==> config.mk <==
export PLATFORM = sky130hd
export DESIGN_NAME = spi_ram_ctrl
export DESIGN_NICKNAME = d
export VERILOG_FILES = /design/src/rtl/spi_ram_ctrl.sv
export SDC_FILE = /design/constraint.sdc
export NUM_CORES = 1
export LEC_CHECK = 0
export CELL_PAD_IN_SITES_DETAIL_PLACEMENT = 0
export CELL_PAD_IN_SITES_GLOBAL_PLACEMENT = 2
export CORE_UTILIZATION = 30
export DETAILED_ROUTE_END_ITERATION = 12
export PLACE_DENSITY = 0.87
export REMOVE_ABC_BUFFERS = 1
export SYNTH_ARGS = -nofsm -noshare
export SYNTH_HDL_FRONTEND = slang
export SYNTH_SLANG_ARGS = --single-unit
==> constraint.sdc <==
create_clock -name clk -period 1.75 [get_ports clk]
set_clock_uncertainty 0.2 [all_clocks]
set_input_delay 0.35 -clock clk [delete_from_list [all_inputs] [get_ports clk]]
set_output_delay 0.35 -clock clk [all_outputs]
set_load 0.01 [all_outputs]
==> src/rtl/spi_ram_ctrl.sv <==
// rtl/spi_ram_ctrl.sv - SPI command sequencer between slave front end and single-port RAM
module spi_ram_ctrl #(
  parameter int ADDR_WIDTH = 8,
  parameter int DATA_WIDTH = 8,
  parameter int RD_TIMEOUT = 15
) (
  input  logic                  clk,
  input  logic                  rst_n,
  input  logic                  ss_n,
  input  logic [DATA_WIDTH+1:0] rx_data,
  input  logic                  rx_valid,
  output logic                  conv_en,
  output logic [ADDR_WIDTH-1:0] ram_addr,
  output logic [DATA_WIDTH-1:0] ram_din,
  output logic                  ram_we,
  output logic                  ram_re,
  input  logic [DATA_WIDTH-1:0] ram_dout,
  input  logic                  ram_dout_valid,
  output logic                  miso,
  output logic                  busy,
  output logic                  err
);

  localparam int TW = $clog2(RD_TIMEOUT + 1);
  localparam int BW = (DATA_WIDTH > 1) ? $clog2(DATA_WIDTH) : 1;
  localparam logic [TW-1:0]         TO_LAST  = TW'(RD_TIMEOUT - 1);
  localparam logic [TW-1:0]         TO_ONE   = TW'(1);
  localparam logic [BW-1:0]         BIT_LAST = BW'(DATA_WIDTH - 1);
  localparam logic [BW-1:0]         BIT_ONE  = BW'(1);
  localparam logic [ADDR_WIDTH-1:0] ADDR_ONE = ADDR_WIDTH'(1);

  localparam logic [1:0] CMD_WADDR = 2'b00;
  localparam logic [1:0] CMD_WR    = 2'b01;
  localparam logic [1:0] CMD_RADDR = 2'b10;
  localparam logic [1:0] CMD_RD    = 2'b11;

  typedef enum logic [2:0] {
    S_IDLE, S_RX, S_WR, S_RD_REQ, S_RD_WAIT, S_TX
  } state_t;

  state_t                state_q, state_d;
  logic [ADDR_WIDTH-1:0] wr_addr_q, wr_addr_d;
  logic [ADDR_WIDTH-1:0] rd_addr_q, rd_addr_d;
  logic [ADDR_WIDTH-1:0] ram_addr_q, ram_addr_d;
  logic [DATA_WIDTH-1:0] ram_din_q, ram_din_d;
  logic                  ram_we_q, ram_we_d;
  logic                  ram_re_q, ram_re_d;
  logic                  err_q, err_d;
  logic [DATA_WIDTH-1:0] shift_q, shift_d;
  logic [BW-1:0]         bcnt_q, bcnt_d;
  logic [TW-1:0]         tcnt_q, tcnt_d;

  logic [1:0]            cmd;
  logic [DATA_WIDTH-1:0] payload;
  logic                  word_ok;

  assign cmd     = rx_data[DATA_WIDTH+1:DATA_WIDTH];
  assign payload = rx_data[DATA_WIDTH-1:0];
  // A word only counts when we are listening and the frame is still open
  assign word_ok = (state_q == S_RX) && rx_valid && !ss_n;

  assign conv_en  = ((state_q == S_RX) || (state_q == S_WR)) && !ss_n;
  assign busy     = (state_q != S_IDLE);
  assign miso     = (state_q == S_TX) ? shift_q[DATA_WIDTH-1] : 1'b0;
  assign ram_addr = ram_addr_q;
  assign ram_din  = ram_din_q;
  assign ram_we   = ram_we_q;
  assign ram_re   = ram_re_q;
  assign err      = err_q;

  // State and datapath registers, asynchronously cleared
  always_ff @(posedge clk or negedge rst_n) begin
    if (!rst_n) begin
      state_q    <= S_IDLE;
      wr_addr_q  <= '0;
      rd_addr_q  <= '0;
      ram_addr_q <= '0;
      ram_din_q  <= '0;
      ram_we_q   <= 1'b0;
      ram_re_q   <= 1'b0;
      err_q      <= 1'b0;
      shift_q    <= '0;
      bcnt_q     <= '0;
      tcnt_q     <= '0;
    end else begin
      state_q    <= state_d;
      wr_addr_q  <= wr_addr_d;
      rd_addr_q  <= rd_addr_d;
      ram_addr_q <= ram_addr_d;
      ram_din_q  <= ram_din_d;
      ram_we_q   <= ram_we_d;
      ram_re_q   <= ram_re_d;
      err_q      <= err_d;
      shift_q    <= shift_d;
      bcnt_q     <= bcnt_d;
      tcnt_q     <= tcnt_d;
    end
  end

  // Next-state decode; deselect always returns to IDLE
  always_comb begin
    state_d = state_q;
    if (ss_n) begin
      state_d = S_IDLE;
    end else begin
      case (state_q)
        S_IDLE:    state_d = S_RX;
        S_RX: begin
          if (rx_valid && cmd == CMD_WR)      state_d = S_WR;
          else if (rx_valid && cmd == CMD_RD) state_d = S_RD_REQ;
        end
        S_WR:      state_d = S_RX;
        S_RD_REQ:  state_d = S_RD_WAIT;
        S_RD_WAIT: begin
          if (ram_dout_valid)          state_d = S_TX;
          else if (tcnt_q == TO_LAST)  state_d = S_RX;
        end
        S_TX:      if (bcnt_q == BIT_LAST) state_d = S_RX;
        default:   state_d = S_IDLE;
      endcase
    end
  end

  // Strobes, address pointers, read timeout and tx shifter
  always_comb begin
    wr_addr_d  = wr_addr_q;
    rd_addr_d  = rd_addr_q;
    ram_addr_d = ram_addr_q;
    ram_din_d  = ram_din_q;
    ram_we_d   = 1'b0;
    ram_re_d   = 1'b0;
    err_d      = 1'b0;
    shift_d    = shift_q;
    bcnt_d     = bcnt_q;
    tcnt_d     = tcnt_q;

    if (word_ok) begin
      case (cmd)
        CMD_WADDR: wr_addr_d = payload[ADDR_WIDTH-1:0];
        CMD_RADDR: rd_addr_d = payload[ADDR_WIDTH-1:0];
        CMD_WR: begin
          ram_we_d   = 1'b1;
          ram_addr_d = wr_addr_q;
          ram_din_d  = payload;
        end
        default: begin
          ram_re_d   = 1'b1;
          ram_addr_d = rd_addr_q;
        end
      endcase
    end

    // A strobe in flight always completes, so its pointer advances even on deselect
    if (state_q == S_WR)     wr_addr_d = wr_addr_q + ADDR_ONE;
    if (state_q == S_RD_REQ) rd_addr_d = rd_addr_q + ADDR_ONE;

    if (ss_n) begin
      shift_d = '0;
      bcnt_d  = '0;
      tcnt_d  = '0;
    end else if (state_q == S_RD_WAIT) begin
      if (ram_dout_valid) begin
        shift_d = ram_dout;
        bcnt_d  = '0;
        tcnt_d  = '0;
      end else if (tcnt_q == TO_LAST) begin
        err_d  = 1'b1;
        tcnt_d = '0;
      end else begin
        tcnt_d = tcnt_q + TO_ONE;
      end
    end else if (state_q == S_TX) begin
      shift_d = {shift_q[DATA_WIDTH-2:0], 1'b0};
      bcnt_d  = (bcnt_q == BIT_LAST) ? '0 : bcnt_q + BIT_ONE;
    end
  end

endmodule
Word level (Yosys, flattened, before mapping)
Cells that the tools add are included.
W data, S select, Z words.

cells by class
  add/subtract/negate cells = 4
  equal/unequal tests = 14
  multiplexer cells = 36
  bitwise operators = 1
  reductions and logical operators = 25

operators with widths
  kind                   count
  $mux W8                10
  $mux W3                11
  $add A8 B1 Y8 const B  2
  $mux W4                4
  $pmux W8 S2            1
  $pmux W3 S5            1
  $reduce_and A2 Y1      5
  $reduce_bool A2 Y1     5
  $eq A3 B3 Y1 const B   3
  $mux W1                9
  $eq A3 B2 Y1 const B   2
  $reduce_bool A3 Y1     2
  $logic_and A1 B1 Y1    5
  $add A4 B1 Y4 const B  1
  $eq A2 B2 Y1 const B   2
  $eq A4 B4 Y1 const B   1
  $ne A4 B2 Y1 const B   1
  $ne A4 B4 Y1 const B   1
  $reduce_or A2 Y1       2
  $add A3 B1 Y3 const B  1
  $eq A3 B1 Y1 const B   1
  $logic_not A3 Y1       1
  $ne A3 B2 Y1 const B   1
  $ne A3 B3 Y1 const B   1
  7 further kinds        7

word-level totals
  bits in registers = 53
  input port bits = 23

Depth between registers and ports, before layout
Gate-level depths: netlist (run 1).

  depth after elaboration = 6
  mapped depth = 6
  gate-level depth less buffers = 6

Least setup slack after synthesis (run 1)
OpenSTA, ideal clock, no wires.

  path kind = register to register
  start = register state_q[1]
  end = register wr_addr_q[7]
  data arrival time = 1.484 ns
  data required time = 1.416 ns
  path slack = -0.068 ns
  stages on the path, launching flop included = 6
  period minus slack after synthesis = 1.818 ns
  cell sequence = dfrtp_1 buf_4 or3b_1 or4_1 nand2_1 a311oi_1

on the way
  word-level cells in the longest chain between the ends = 5
  elaborated cells between the ends (all ways) = 8

RTL lines
  element                           RTL line  source
  start: declaration                41        state_t state_q, state_d;
  start signal: assignment          86        state_q <= state_d;
  $eq A3 B1 Y1                      60        assign word_ok = (state_q == S_RX) && rx_valid && !ss_n;
  $logic_and A1 B1 Y1 (2 in a row)  60
  $reduce_bool A2 Y1 (no line)      n/a
  $reduce_and A2 Y1 (no line)       n/a
  end signal: assignment            87        wr_addr_q <= wr_addr_d;
  end: declaration                  42        logic [ADDR_WIDTH-1:0] wr_addr_q, wr_addr_d;

Parallel ways exist; a longest one is shown, timed or not.
A chain may end at the register's enable or synchronous reset.

Worst setup path after layout (run 1)
  start = register state_q[2]
  end = register rd_addr_q[3]

on the way
  word-level cells in the longest chain between the ends = 5
  elaborated cells between the ends (all ways) = 8

RTL lines
  element                           RTL line  source
  $eq A3 B1 Y1                      60
  $logic_and A1 B1 Y1 (2 in a row)  60
  $reduce_bool A2 Y1 (no line)      n/a
  $reduce_and A2 Y1 (no line)       n/a
  end signal: assignment            88        rd_addr_q <= rd_addr_d;
  end: declaration                  43        logic [ADDR_WIDTH-1:0] rd_addr_q, rd_addr_d;

Parallel ways exist; a longest one is shown, timed or not.

==> results of run 1 <==
flip-flops by register name (all words and copies together) (netlist names):
register   flops
err            1
state_q        3
ram_addr       8
rd_addr_q      8
bcnt_q         3
shift_q        8
ram_we         1
ram_din        8
wr_addr_q      8
ram_re         1
tcnt_q         4
power groups by stage:
stage / Sequential [mW] / Clock [mW] / Combinational, mW
5_1_grt: 1.77 / 0.949 / 1.08
4_1_cts: 1.70 / 0.892 / 0.924
6_report: 1.72 / 0.876 / 0.972
2_1_floorplan: 1.73 / 0 / 0.390
3_3_place_gp: 1.72 / 0 / 0.890
3_5_place_dp: 1.73 / 0 / 0.905
synth_stat cells (2+ instances only):
master     n  area [µm²]
a21oi_1    9        45.0
o221ai_1   2        17.5
a21boi_0   3        22.5
nand2_1   24        90.1
o22ai_1    2        12.5
o21ai_0   22         110
nor4b_4    2        47.6
nand4_1    2        12.5
clkbuf_1   5        18.8
nand2b_1   3        18.8
a22o_1     3        26.3
a221oi_1   7        61.3
mux2i_1    8        80.1
o211ai_1   3        22.5
nand3b_1   3        22.5
inv_1     10        37.5
mux2_2     7        78.8
ha_1       6        75.1
a211o_1    2        17.5
or2_2      3        18.8
nor3_1     5        25.0
buf_4      2        15.0
and2_1     2        12.5
o21a_1     2        15.0
buf_2      5        25.0
and3b_1    2        17.5
o221a_2    3        33.8
dfrtp_1   53        1330
or3_1      3        18.8
nand3_1   14        70.1
nor2_1    25        93.8
cell usage in the layout (no fill, tap or decap), types with 3 or more instances in the layout:
master	synthesis	layout
dfrtp_1	53	50
buf_4	2	32
nor2_1	25	23
buf_6	0	23
clkdlybuf4s50_1	0	20
nand2_1	24	16
dlygate4sd2_1	0	15
o21ai_0	22	10
o21ai_1	0	9
nand3_1	14	8
mux2i_1	8	8
inv_1	10	7
nand2_2	0	7
mux2_2	7	7
a21oi_1	9	6
ha_1	6	6
clkbuf_8	0	6
nand3_2	0	5
a221oi_2	0	5
dlymetal6s2s_1	0	5
nor3_1	5	4
buf_2	5	4
or3_1	3	3
inv_2	0	3
nand2b_1	3	3
nand3b_1	3	3
a21oi_2	0	3
o221a_2	3	3
o211ai_1	3	3
o21ai_2	1	3
a22o_1	3	3
dfrtp_2	0	3
worst min path at each step:
stage,start,endpoint,slack [ps],cells after the start
floorplan,rst_n,bcnt_q[0]$_DFFE_PN0P_,-150,0
global placement,rst_n,tcnt_q[3]$_DFFE_PN0P_,70,1
detailed placement,rst_n,tcnt_q[3]$_DFFE_PN0P_,70,1
CTS,rst_n,tcnt_q[3]$_DFFE_PN0P_,270,2
global route,rst_n,tcnt_q[3]$_DFFE_PN0P_,280,2
finish,rst_n,tcnt_q[3]$_DFFE_PN0P_,260,2
per-stage QoR:
stage | util, % | instances
2_1_floorplan | - | 250
3_3_place_gp | 39.9 | 438
3_5_place_dp | 39.9 | 438
4_1_cts | 44.3 | 461
5_1_grt | 46.4 | 467
6_report | 46.4 | 467
routing by layer:
layer	wire, µm	global-route usage [%]	vias to the layer above
met2	3340	26.2	62
met4	182	6.72	0
li1	-	-	1152
met5	0	0	-
met3	373	2.84	21
met1	3310	22.4	1160
final cells by class:
| cell class | instances | area [µm²] |
|---|---|---|
| fillers | 846 | 4650 |
| multi-input cells | 187 | 1460 |
| flip-flops and latches | 53 | 1330 |
| repair buffers | 101 | 943 |
| well taps | 108 | 135 |
| clock buffers | 7 | 86.3 |
| inverters | 10 | 37.5 |
| clock inverters | 1 | 30.0 |
worst register-to-register path, stage by stage (launching register included):
cell,delay [ps]
dfrtp_2,440
buf_6,140
or4b_4,570
o21ai_4,210
nand2_1,70
a221o_1,290
kinds of logic (layout without fill, tap and decap cells):
logic type	count (synthesis)	count (layout)
compound gates	67	67
xor+xnor	1	1
fa+ha+maj	6	6
buf+inv	22	119
flops	53	53
mux	15	15
simple gates	98	98
timing repair:
| action | in CTS | in global routing |
|---|---|---|
| hold buffers | 1 | 0 |
| endpoints found under the hold margin | 12 | 0 |
| setup buffers | 10 | 6 |
| gates cloned | 4 | 0 |
| pin swaps | 28 | 22 |
| resized for setup | 87 | 39 |
| endpoints found under the setup margin | 63 | 61 |
==> summary.txt, run 1 <==
Post-synth ARST share - 100%
Setup TNS - -6880 ps
sw frac - 31.1%
cell area after layout - 4030 µm²
critical path's largest stage delay - 570 ps
WS Path Type - reg -> reg
minimum clock period - 2010 ps
Rel. slew slack - 77.4%
f_max - 497 MHz
Via Count - 2,395
Setup violations, final - 51
Final Net Count - 387
Min Hold Slack - 264 ps
Pleak - 1.90 nW
post-synthesis adder-cell area fraction - 2.82%
Layout area overhead - 51.1%
Clock Power Share - 24.6%
P_sw - 1.11 mW
RSZ-0062 raised after global routing - true
Slew Viols, Final - 0
XOR/XNOR share of the synthesized area - 0.329%
largest net degree at the start of global routing - 42
number of synthesized flops with an enable pin - 0
CTS tree - done
syn_area_per_cell - 10.2 µm²
CTS max path bufs - 2
post-synthesis mux area share - 5.97%
cell area power density - 886 nW/µm²
library cells used by synthesis - 51
Critical Path Slowest Stage Cell - or4b_4
combinational group share of total power - 27.2%
run status - finished, violations left
worst setup path endpoint - rd_addr_q[3]$_DFFE_PN0P_
dpl hpwl - 4720 µm
Place WS - -544 ps
Netlist Area Pre-Place - 2660 µm²
I/O Pins - 45
die height - 96.2 µm
Internal - 2.46 mW
Crit path max-delay family - simple AND/OR/NAND/NOR gates
Ant. Diodes - 0
Synth Flop Type - dfrtp_1
failing checks - DRC, setup timing
CP Depth - 5
Max H-tree Level - 2
Seq pwr share - 48.2%
CP Launch Point - state_q[2]$_DFFE_PN0P_
post-synthesis compound-gate area fraction - 17.3%
Final GP Congestion - 0.785
Std-Cell Rows - 34
layout cells sized above 1 - 36.5%
reg2reg path depth - 5
VDD IR max - 411 µV
clk root buf - clkbuf_8
first-pass GRT wire length - 11,700 µm
Data required, critical path - 1750 ps
Routed Antenna Nets - 0
Worst Max-Slew Pin Slew - 338 ps
final WL - 7200 µm
Simple-Gate Fraction of Synth Area - 20.2%
1st-pass router iterations - 8
sequential area share after synthesis - 49.8%
Mapped Cells - 262
reg-to-reg setup timing slack - -260 ps
Crit Path Max Fanout - 6
drt initial violations - 104
core box area - 8680 µm²
total power - 3.57 mW
r2r startpoint - state_q[2]$_DFFE_PN0P_
Max Cap Viol - 0
Die X - 96.2 µm
buffers added on ports - 44
Yosys warning count - 0
via-per-instance ratio - 5.13
Worst-Skew Late Latency - 310 ps
initial antenna violation count - 0
vias in the first global route - 2,345
CTS buffer count - 5
Hold WC Path Type - in -> async
clock-pin slew on the worst setup and hold paths - 100 ps
DR DRC count - 1
placement-stage cell area - 3460 µm²
Hold Vio Cnt, Final - 0
WP buf/inv - 1
total congestion overflow - 0
largest family of logic cells by synthesized area - simple AND/OR/NAND/NOR gates
Tot GR Track Use - 16.6%
Wirelength per Cell - 15.4 µm
worst path cell trace - buf_6 -> or4b_4 -> o21ai_4 -> nand2_1 -> a221o_1
WP data arrival - 2020 ps
FF-to-FF End - rd_addr_q[3]$_DFFE_PN0P_
critical path launch point type - flop
CTS Sinks - 53
Final WS setup - -264 ps
Final period util - 115%
total die area - 9260 µm²
crit end category - flop
Yosys reg bits - 53
Initial Util - 30.7%
(Power assumes the default switching activity.)
==> run 2, diff against run 1 <==
--- a/config.mk
+++ b/config.mk
@@ -5,9 +5,10 @@
 export SDC_FILE = /design/constraint.sdc
 export NUM_CORES = 1
 export LEC_CHECK = 0
+export ABC_AREA = 1
 export CELL_PAD_IN_SITES_DETAIL_PLACEMENT = 0
 export CELL_PAD_IN_SITES_GLOBAL_PLACEMENT = 2
-export CORE_UTILIZATION = 30
+export CORE_UTILIZATION = 27
 export DETAILED_ROUTE_END_ITERATION = 12
 export PLACE_DENSITY = 0.87
 export REMOVE_ABC_BUFFERS = 1
==> run 2 against run 1 <==
  * The run ends with setup timing left
  * Critical path depth stayed put
  * Maximum frequency is 10% higher
  * Global-route usage down 2.2 points
  * Sequential share of layout area shrank 0.51 points
  * First-iteration DRC count down 11%
  * Utilization down 7.2 points
  * Synthesized area up 9.4%
  * Highest routed layer unchanged
==> summary.txt, run 2 <==
Setup violations, final - 10
Setup TNS - -316 ps
final WL - 7660 µm
Ant. Diodes - 0
synth top area cells - dfrtp_1, nand2_1, nand3_1
number of synthesized flops with an enable pin - 0
Hold Vio Cnt, Final - 0
VDD IR max - 329 µV
total die area - 11,200 µm²
Data required, critical path - 1200 ps
CTS max path bufs - 2
1st-pass router iterations - 4
worst path cell trace - buf_6 -> nor2_8 -> nand2_2 -> a21oi_2 -> buf_2
Netlist Area Pre-Place - 2920 µm²
Max H-tree Level - 2
Rel. slew slack - 75.8%
Yosys warning count - 0
initial antenna violation count - 0
clock-pin slew on the worst setup and hold paths - 100 ps
CTS buffer count - 5
Synth Flop Type - dfrtp_1
crit end category - output pin
Routed Antenna Nets - 0
vias in the first global route - 2,744
via-per-instance ratio - 4.57
count leader, synth - nand2_1
CTS tree - done
Place WS - -292 ps
Max Cap Viol - 0
Layout area overhead - 39.8%
f_max - 547 MHz
Pleak - 2.05 nW
critical path launch point type - flop
Wirelength per Cell - 12.3 µm
critical path's largest stage delay - 420 ps
largest net degree at the start of global routing - 54
Hold WC Path Type - reg -> reg
die height - 106 µm
WS Path Type - reg -> out
commonest non-fill, non-tap cell in the layout - nand2_1
Initial Util - 28.0%
Final GP Congestion - 0.789
reg-to-reg setup timing slack - -50 ps
drt initial violations - 93
sequential area share after synthesis - 45.5%
WP data arrival - 1280 ps
area leader, netlist - dfrtp_1
cell area after layout - 4080 µm²
buffers added on ports - 44
Worst-Skew Late Latency - 310 ps
most frequent cells in the layout - nand2_1, dfrtp_1, nand3_1, buf_4, inv_1
Slew Viols, Final - 0
Crit Path Max Fanout - 3
Worst Max-Slew Pin Slew - 361 ps
Critical Path Slowest Stage Cell - dfrtp_1
Tot GR Track Use - 14.4%
library cells used by synthesis - 28
total congestion overflow - 0
Yosys reg bits - 53
Post-synth ARST share - 100%
core box area - 10,400 µm²
CTS Sinks - 53
Die X - 106 µm
cell area power density - 912 nW/µm²
layout cells sized above 1 - 18.9%
clk root buf - clkbuf_8
RSZ-0062 raised after global routing - true
Final Net Count - 514
Final WS setup - -76.7 ps
failing checks - setup timing
placement-stage cell area - 3750 µm²
Fill cells - 1,124
Synth top area share - 45.5%
DR DRC count - 0
minimum clock period - 1830 ps
Std-Cell Rows - 37
syn_area_per_cell - 7.32 µm²
Mapped Cells - 398
I/O Pins - 45
Via Count - 2,842
run status - finished, violations left
Final period util - 104%
dpl hpwl - 5540 µm
first-pass GRT wire length - 12,900 µm
Post-synth top cells - nand2_1, dfrtp_1, nand3_1, o21ai_0, inv_1
[run 2: cell types whose count changed in the layout (fill, tap and decap cells not counted), moves of 6 or more]
cell,change
nand3_1,+41
mux2i_1,-8
buf_6,-13
mux2_2,-7
a21oi_1,-6
nor2_4,+6
o21ai_0,+13
nand2_1,+143
inv_1,+18
[run 2: cells by family (layout without fill, tap and decap cells)]
kind of cell,count (synthesis),after routing,share of synthesized area (%)
fa+ha+maj,6,6,2.58
buf+inv,41,128,6.01
flops,53,53,45.5
simple gates,252,253,37.3
compound gates,44,44,7.98
xor+xnor,2,2,0.601
[run 2: final timing paths]
kind,from,endpoint,depth (start not counted)
worst max-delay path,state_q[2]$_DFFE_PN0P_,conv_en,5
worst min-delay path,ram_addr[5]$_DFFE_PN0P_,ram_addr[5]$_DFFE_PN0P_,2
worst max register to register,state_q[1]$_DFFE_PN0P_,ram_addr[5]$_DFFE_PN0P_,8
worst min register to register,ram_addr[5]$_DFFE_PN0P_,ram_addr[5]$_DFFE_PN0P_,2
max in group asynchronous,rst_n,rd_addr_q[3]$_DFFE_PN0P_,3
min in group asynchronous,rst_n,tcnt_q[3]$_DFFE_PN0P_,3
[run 2: what timing repair did]
item                                    CTS  global route
gates cloned                              1             2
gates resized for setup                  39            37
pin swaps                                 2            12
hold endpoints to repair                 53             0
endpoints found under the setup margin   28            30
hold buffers                              1             0
buffers inserted                          3             5
[run 2: metal layers]
layer	vias to the layer above	share of wire (%)	track usage, %
met5	-	0	0
met4	0	1.9	4.86
met3	12	2.8	2.51
met2	50	45	23.0
met1	1326	50	19.6
li1	1454	-	-
[run 2: area by class of cell]
class	count	area, µm²	share of cell area, %
Multi-Input combinational cell	305	1510	37.0
Clock buffer	5	68.8	1.69
Clock inverter	3	17.5	0.430
Tap cell	136	170	4.17
Inverter	32	126	3.10
Sequential cell	53	1330	32.5
Timing Repair Buffer	88	861	21.1
[run 2: metrics by stage]
step | power (mW) | util [%] | hold WS, ps | std cells
final | 3.72 | 39.1 | 277 | 622
after global routing | 4.02 | 39.1 | 301 | 622
after CTS | 3.68 | 37.3 | 288 | 615
after detailed placement | 3.04 | 36.0 | 176 | 602
after global placement | 3.02 | 36.0 | 172 | 602
after floorplan | 2.40 | - | -146 | 389
[run 2: where the power goes]
part,switching [mW],internal [mW]
clock network,0.418,0.278
registers,0.296,1.51
logic,0.642,0.573
total,1.36,2.36
[run 2: worst max-delay path: cells and delay by family (launching register included)]
kind	cells	cell delay [ps]
AOI/OAI and AO/OA	1	110
buffers and inverters	2	290
DFF	1	420
and+or+nand+nor	2	160
